--- config.mk ---
export PLATFORM = sky130hd
export DESIGN_NAME = is2vid_av_st_input
export DESIGN_NICKNAME = d
export VERILOG_FILES = /design/src/rtl/is2vid_av_st_input.sv
export SDC_FILE = /design/constraint.sdc
export NUM_CORES = 1
export LEC_CHECK = 0
export BUFFER_PORTS_ARGS = -buffer_cell sky130_fd_sc_hd__clkbuf_2
export CAP_MARGIN = 20
export CORE_UTILIZATION = 30
export DETAILED_ROUTE_END_ITERATION = 8
export HOLD_SLACK_MARGIN = 0.1
export PLACE_DENSITY = 0.54
export SLEW_MARGIN = 0
export SYNTH_ARGS = -nofsm -noshare
export SYNTH_HDL_FRONTEND = slang
export SYNTH_SLANG_ARGS = --single-unit
export TNS_END_PERCENT = 5
--- constraint.sdc ---
create_clock -name is_clk -period 4.4 [get_ports is_clk]
set_clock_uncertainty 0.15 [all_clocks]
set_input_delay 0 -clock is_clk [delete_from_list [all_inputs] [get_ports is_clk]]
set_output_delay 0 -clock is_clk [all_outputs]
set_load 0.02 [all_outputs]
--- src/rtl/is2vid_av_st_input.sv ---
// is2vid_av_st_input
//   Avalon-ST video sink feeding the clock-crossing FIFO of the video output.
//   Video packets (type 0) are forwarded as {data, packet-end flag} words.
//   Control packets (type 15) are decoded into width/height/interlace.
//   All other packet types are dropped.
// Ports
//   rst, is_clk              : async active-high reset, sink clock
//   is_data/valid/sop/eop    : Avalon-ST sink (ready latency 1)
//   is_ready                 : sink ready, registered from ~fifo_almost_full
//   wrdata, wrreq            : FIFO write port
//   fifo_almost_full/full    : FIFO status
//   overflow_clear, overflow : sticky overflow flag and its clear
//   ctrl_width/height/interlace, ctrl_update, ctrl_error : control decode
//   sync_error               : pulse on a beat outside a packet or a sop inside one
module is2vid_av_st_input #(
   parameter int DATA_WIDTH                          = 20,
   parameter int FIFO_WIDTH                          = 21,
   parameter int NUMBER_OF_COLOUR_PLANES_IN_PARALLEL = 2,
   parameter int BPS                                 = 10
) (
   input  logic                  rst,
   input  logic                  is_clk,
   input  logic [DATA_WIDTH-1:0] is_data,
   input  logic                  is_valid,
   input  logic                  is_sop,
   input  logic                  is_eop,
   output logic                  is_ready,
   output logic [FIFO_WIDTH-1:0] wrdata,
   output logic                  wrreq,
   input  logic                  fifo_almost_full,
   input  logic                  fifo_full,
   input  logic                  overflow_clear,
   output logic [15:0]           ctrl_width,
   output logic [15:0]           ctrl_height,
   output logic [3:0]            ctrl_interlace,
   output logic                  ctrl_update,
   output logic                  ctrl_error,
   output logic                  sync_error,
   output logic                  overflow
);

   localparam int N = NUMBER_OF_COLOUR_PLANES_IN_PARALLEL;

   typedef enum logic [1:0] {S_IDLE, S_VIDEO, S_CONTROL, S_DISCARD} state_t;

   state_t r_state, w_state_nxt;

   logic w_sync_err, w_video_beat, w_ctrl_beat, w_ctrl_sop;

   // hold register: one video word waiting for its end flag to be known
   logic [DATA_WIDTH-1:0] r_held_data;
   logic                  r_held_eop, r_held_valid;
   logic                  w_wr, w_flag;

   // control decode shadow registers, committed on a complete packet
   logic [15:0] r_sh_w, r_sh_h, w_sh_w, w_sh_h;
   logic [3:0]  r_sh_i, w_sh_i;
   logic [3:0]  r_cnt, w_cnt;
   logic [4:0]  w_k, w_sum;
   logic [3:0]  w_nib;

   logic r_ready, r_sync_error, r_ctrl_update, r_ctrl_error, r_overflow;
   logic [15:0] r_ctrl_width, r_ctrl_height;
   logic [3:0]  r_ctrl_interlace;

   always_ff @(posedge is_clk or posedge rst) begin
      if (rst) r_state <= S_IDLE;
      else     r_state <= w_state_nxt;
   end

   always_comb begin
      w_state_nxt  = r_state;
      w_sync_err   = 1'b0;
      w_video_beat = 1'b0;
      w_ctrl_beat  = 1'b0;
      w_ctrl_sop   = 1'b0;
      if (is_valid) begin
         if (is_sop) begin
            // a sop always starts a new packet, abandoning any open one
            w_sync_err = (r_state != S_IDLE);
            case (is_data[3:0])
               4'h0: begin w_state_nxt = S_VIDEO;   w_video_beat = 1'b1; end
               4'hF: begin w_state_nxt = S_CONTROL; w_ctrl_sop   = 1'b1; end
               default:    w_state_nxt = S_DISCARD;
            endcase
         end else begin
            case (r_state)
               S_IDLE:    w_sync_err   = 1'b1;
               S_VIDEO:   w_video_beat = 1'b1;
               S_CONTROL: w_ctrl_beat  = 1'b1;
               default:   ;
            endcase
         end
         if (is_eop) w_state_nxt = S_IDLE;
      end
   end

   // Held word goes out once its successor arrives or it is the last word.
   // A sop arriving on top of an unfinished packet closes it with flag 1.
   assign w_wr   = r_held_valid & (r_held_eop | is_valid);
   assign w_flag = r_held_eop | (is_valid & is_sop);
   assign wrreq  = w_wr;
   assign wrdata = w_wr ? {r_held_data, w_flag} : '0;

   always_ff @(posedge is_clk or posedge rst) begin
      if (rst) begin
         r_held_data  <= '0;
         r_held_eop   <= 1'b0;
         r_held_valid <= 1'b0;
      end else if (w_video_beat) begin
         r_held_data  <= is_data;
         r_held_eop   <= is_eop;
         r_held_valid <= 1'b1;
      end else if (w_wr) begin
         r_held_valid <= 1'b0;
      end
   end

   // nibble k = count + lane; nibbles past 8 are ignored
   always_comb begin
      w_sh_w = r_sh_w;
      w_sh_h = r_sh_h;
      w_sh_i = r_sh_i;
      w_cnt  = r_cnt;
      w_k    = '0;
      w_nib  = '0;
      w_sum  = {1'b0, r_cnt} + 5'(N);
      if (w_ctrl_beat) begin
         for (int i = 0; i < N; i++) begin
            w_nib = is_data[BPS*i +: 4];
            w_k   = {1'b0, r_cnt} + 5'(i);
            case (w_k)
               5'd0: w_sh_w[15:12] = w_nib;
               5'd1: w_sh_w[11:8]  = w_nib;
               5'd2: w_sh_w[7:4]   = w_nib;
               5'd3: w_sh_w[3:0]   = w_nib;
               5'd4: w_sh_h[15:12] = w_nib;
               5'd5: w_sh_h[11:8]  = w_nib;
               5'd6: w_sh_h[7:4]   = w_nib;
               5'd7: w_sh_h[3:0]   = w_nib;
               5'd8: w_sh_i        = w_nib;
               default: ;
            endcase
         end
         w_cnt = (w_sum > 5'd9) ? 4'd9 : w_sum[3:0];
      end
   end

   always_ff @(posedge is_clk or posedge rst) begin
      if (rst) begin
         r_sh_w           <= '0;
         r_sh_h           <= '0;
         r_sh_i           <= '0;
         r_cnt            <= '0;
         r_ctrl_width     <= '0;
         r_ctrl_height    <= '0;
         r_ctrl_interlace <= '0;
         r_ctrl_update    <= 1'b0;
         r_ctrl_error     <= 1'b0;
         r_sync_error     <= 1'b0;
         r_ready          <= 1'b0;
         r_overflow       <= 1'b0;
      end else begin
         r_ctrl_update <= 1'b0;
         r_ctrl_error  <= 1'b0;
         r_sync_error  <= w_sync_err;
         r_ready       <= ~fifo_almost_full;
         if (w_ctrl_sop) begin
            r_cnt <= '0;
            if (is_eop) r_ctrl_error <= 1'b1;
         end else if (w_ctrl_beat) begin
            r_sh_w <= w_sh_w;
            r_sh_h <= w_sh_h;
            r_sh_i <= w_sh_i;
            r_cnt  <= w_cnt;
            if (is_eop) begin
               if (w_cnt == 4'd9) begin
                  r_ctrl_width     <= w_sh_w;
                  r_ctrl_height    <= w_sh_h;
                  r_ctrl_interlace <= w_sh_i;
                  r_ctrl_update    <= 1'b1;
               end else begin
                  r_ctrl_error     <= 1'b1;
               end
            end
         end
         // set wins over clear
         if (w_wr & fifo_full)   r_overflow <= 1'b1;
         else if (overflow_clear) r_overflow <= 1'b0;
      end
   end

   assign is_ready       = r_ready;
   assign ctrl_width     = r_ctrl_width;
   assign ctrl_height    = r_ctrl_height;
   assign ctrl_interlace = r_ctrl_interlace;
   assign ctrl_update    = r_ctrl_update;
   assign ctrl_error     = r_ctrl_error;
   assign sync_error     = r_sync_error;
   assign overflow       = r_overflow;

endmodule

==> results.sh <==
export IMPL_clk_pin_slew_ns=0.07
export IMPL_grt_pass1_wl_um=21400
export IMPL_grt_max_degree=62
export IMPL_ys_warn_count=0
export IMPL_die_h_um=132
export IMPL_cp_start_kind="flop"
export IMPL_endpoint_kind="flop"
export IMPL_yosysSeqAreaShare=0.517
export IMPL_vdd_drop_max_mv=0.399
export IMPL_cts_tree="built"
export IMPL_run_status="completed"
export IMPL_regArea_mm2=0.00263
export IMPL_n_antenna_cell=0
export IMPL_clock_sinks=105
export IMPL_ys_ff_latch=105
export IMPL_antenna_found_initial=0
export IMPL_gp_congestion=0.780
export IMPL_grt_use_total=0.156
export IMPL_synthFlopType="dfrtp_1"
export IMPL_synth_area_per_cell_um2=10.1
export IMPL_grt_overflow_total=0
export IMPL_cts_root_buf="clkbuf_16"
export IMPL_cp_slowest_cell="dfrtp_1"
export IMPL_stdcell_count=824
export IMPL_h_tree_depth=3
export IMPL_dp_hpwl_um=8950
export IMPL_drt_initial_drc_count=214
export IMPL_finalCritPeriodShare=0.671
export IMPL_drc_errors=0
export IMPL_core_area_mm2=0.0166
export IMPL_worstPathCellList="ha_1 > xnor2_2 > o22a_1 > or2_1 > buf_4 > inv_2 > mux2_1"
export IMPL_cellLeakagePower_nw=2.85
export IMPL_syn_area_mm2=0.00508
export IMPL_path_max_fanout=26
export IMPL_start_util=0.307
export IMPL_hp_class="in2async"
export IMPL_io_pins=91
export IMPL_via_per_inst=4.97
export IMPL_hold_viol=0
export IMPL_critical_path_class="reg2reg"
export IMPL_first_pass_iters=4
export IMPL_crit_buf_inv=2
export IMPL_synth_net_count=533
export IMPL_synthToLayoutAreaGrowth_pct=23.8
export IMPL_drive_above_1_share=0.214
export IMPL_io_buffer_count=90
export IMPL_wirelength_um=13400
export IMPL_dieArea_mm2=0.0175
export IMPL_grt_pass1_vias=3956
export IMPL_fillers=1663
export IMPL_cts_max_path_buffers=2
export IMPL_fp_dieW_um=132
export IMPL_maxSlewHeadroom=0.294
export IMPL_rsz0062_at_grt="no"
export IMPL_nets=629
export IMPL_r2r_slack_ns=1.45
export IMPL_wl_per_cell_um=16.3
export IMPL_crit_family="flip-flops"
export IMPL_fmax_ghz=0.339
export IMPL_dpl_cell_count=778
export IMPL_worstSkewPairLatency_ns=0.35
export IMPL_multi_input_area_mm2=0.00225
export IMPL_placement_rows=47
export IMPL_synth_edf_count=0
export IMPL_tightest_slew_ns=1.06
export IMPL_drv_cap=0
export IMPL_postSynth_asyncResetShare=1.00
export IMPL_via_count=4098
export IMPL_fin_crit_ns=2.95
export IMPL_critPathArrivalTime_ns=3.03
export IMPL_cts_buffers_inserted=9
export IMPL_slew_viol_final=0
export IMPL_cts_setup_buffers=0
export IMPL_finalSetupViolCount=0
export IMPL_fin_setup_tns_ns=0
export IMPL_worst_path_largest_cell_delay_ns=0.61
export IMPL_ys_types=52
export IMPL_drtAntennaViolNets=0
export IMPL_p_per_area_mw_per_mm2=564
export IMPL_synthCells=503
export IMPL_cp_required_ns=4.48
metal layers:
| metal | GRT usage | wire length [um] | vias to the layer above | share of wire |
|---|---|---|---|---|
| li1 | - | - | 1948 | - |
| met4 | 0.0441 | 139 | 0 | 0.010 |
| met5 | 0 | 0 | - | 0 |
| met3 | 0.0354 | 477 | 10 | 0.036 |
| met1 | 0.209 | 6280 | 2045 | 0.47 |
| met2 | 0.253 | 6510 | 95 | 0.49 |
tightest hold or removal path, stage by stage:
cell and delay [ns]:
dlygate4sd3_1 0.54, clkbuf_2 0.12, inv_4 0.53
final timing paths:
| kind | from | endpoint | depth (start not counted) |
|---|---|---|---|
| max in group asynchronous | rst | r_sh_w[11] | 4 |
| max reg2reg | r_cnt[1] | ctrl_height[1] | 7 |
| min in group is_clk | fifo_almost_full | is_ready | 3 |
| min reg2reg | r_sh_h[4] | r_sh_h[4] | 2 |
| min | rst | r_sh_h[15] | 3 |
| max | r_cnt[1] | ctrl_height[1] | 7 |
repair_timing:
item,in CTS,in global routing
endpoints found under the setup margin,0,0
gates resized for setup,0,0
hold buffers,29,0
endpoints found under the hold margin,114,0
sequential cells by signal, summed over array words and instances, names as in the netlist, 2 cells and up:
name	cells
ctrl_width	16
ctrl_height	16
r_sh_w	16
r_state	2
r_sh_h	16
r_cnt	4
ctrl_interlace	4
r_sh_i	4
r_held_data	20
cells by family after synthesis:
logic type      share of synthesized area
simple gates                        0.171
compound gates                      0.158
flops                               0.517
buf+inv                            0.0414
mux                                 0.105
fa+ha+maj                         0.00492
xor+xnor                          0.00320
stage by stage:
stage	setup WS, ns	hold slack (ns)	instance area, um2	util	power (mW)
finish	1.45	0.181	6290	0.379	3.55
global placement	1.55	-0.00528	5680	0.342	2.65
global route	1.23	0.178	6290	0.379	3.78
floorplan	1.49	-0.0906	5080	-	2.33
detailed placement	1.46	0.00109	5680	0.342	2.69
CTS	1.42	0.166	6280	0.379	3.58
cell usage after synthesis, types with 3 or more instances:
cell type	instances	area, um2
mux2i_1	16	160
inv_1	7	26.3
o2bb2ai_1	8	70.1
nor2b_1	5	31.3
o21ai_1	68	340
nand2_1	59	221
a21oi_1	17	85.1
nand3b_1	4	30.0
nand2b_1	7	43.8
dfrtp_1	105	2630
and3_1	8	50.1
clkbuf_1	25	93.8
o221a_2	3	33.8
and2_1	23	144
mux2_2	4	45.0
buf_2	12	60.1
mux2_1	29	327
o21ai_0	21	105
o31ai_1	10	75.1
nand3_1	4	20.0
nor3_1	3	15.0
nor2_1	26	97.6
power by group:
group / total (mW) / leakage [nW] / switching [mW] / internal [mW]
combinational: 1.23 / 1.32 / 0.745 / 0.487
sequential: 1.47 / 1.38 / 0.235 / 1.24
clock: 0.842 / 0.152 / 0.352 / 0.490
total: 3.55 / 2.85 / 1.33 / 2.21
cell type report:
class | instances | area share
clock buffers | 13 | 0.0430
inverters | 8 | 0.00517
well taps | 220 | 0.0438
multi-input cells | 349 | 0.357
flip-flops and latches | 105 | 0.418
repair buffers | 126 | 0.126
clock inverters | 3 | 0.00736
placed cells by master (no fill, tap or decap), types with 8 or more instances in the layout:
| master | instances |
|---|---|
| a21oi_1 | 17 |
| and2_1 | 23 |
| and3_1 | 8 |
| clkbuf_16 | 9 |
| clkbuf_2 | 90 |
| dfrtp_1 | 105 |
| dlygate4sd3_1 | 29 |
| mux2_1 | 29 |
| mux2i_1 | 16 |
| nand2_1 | 59 |
| nor2_1 | 26 |
| o21ai_0 | 21 |
| o21ai_1 | 68 |
| o2bb2ai_1 | 8 |
| o31ai_1 | 10 |
(Power assumes the default switching activity.)
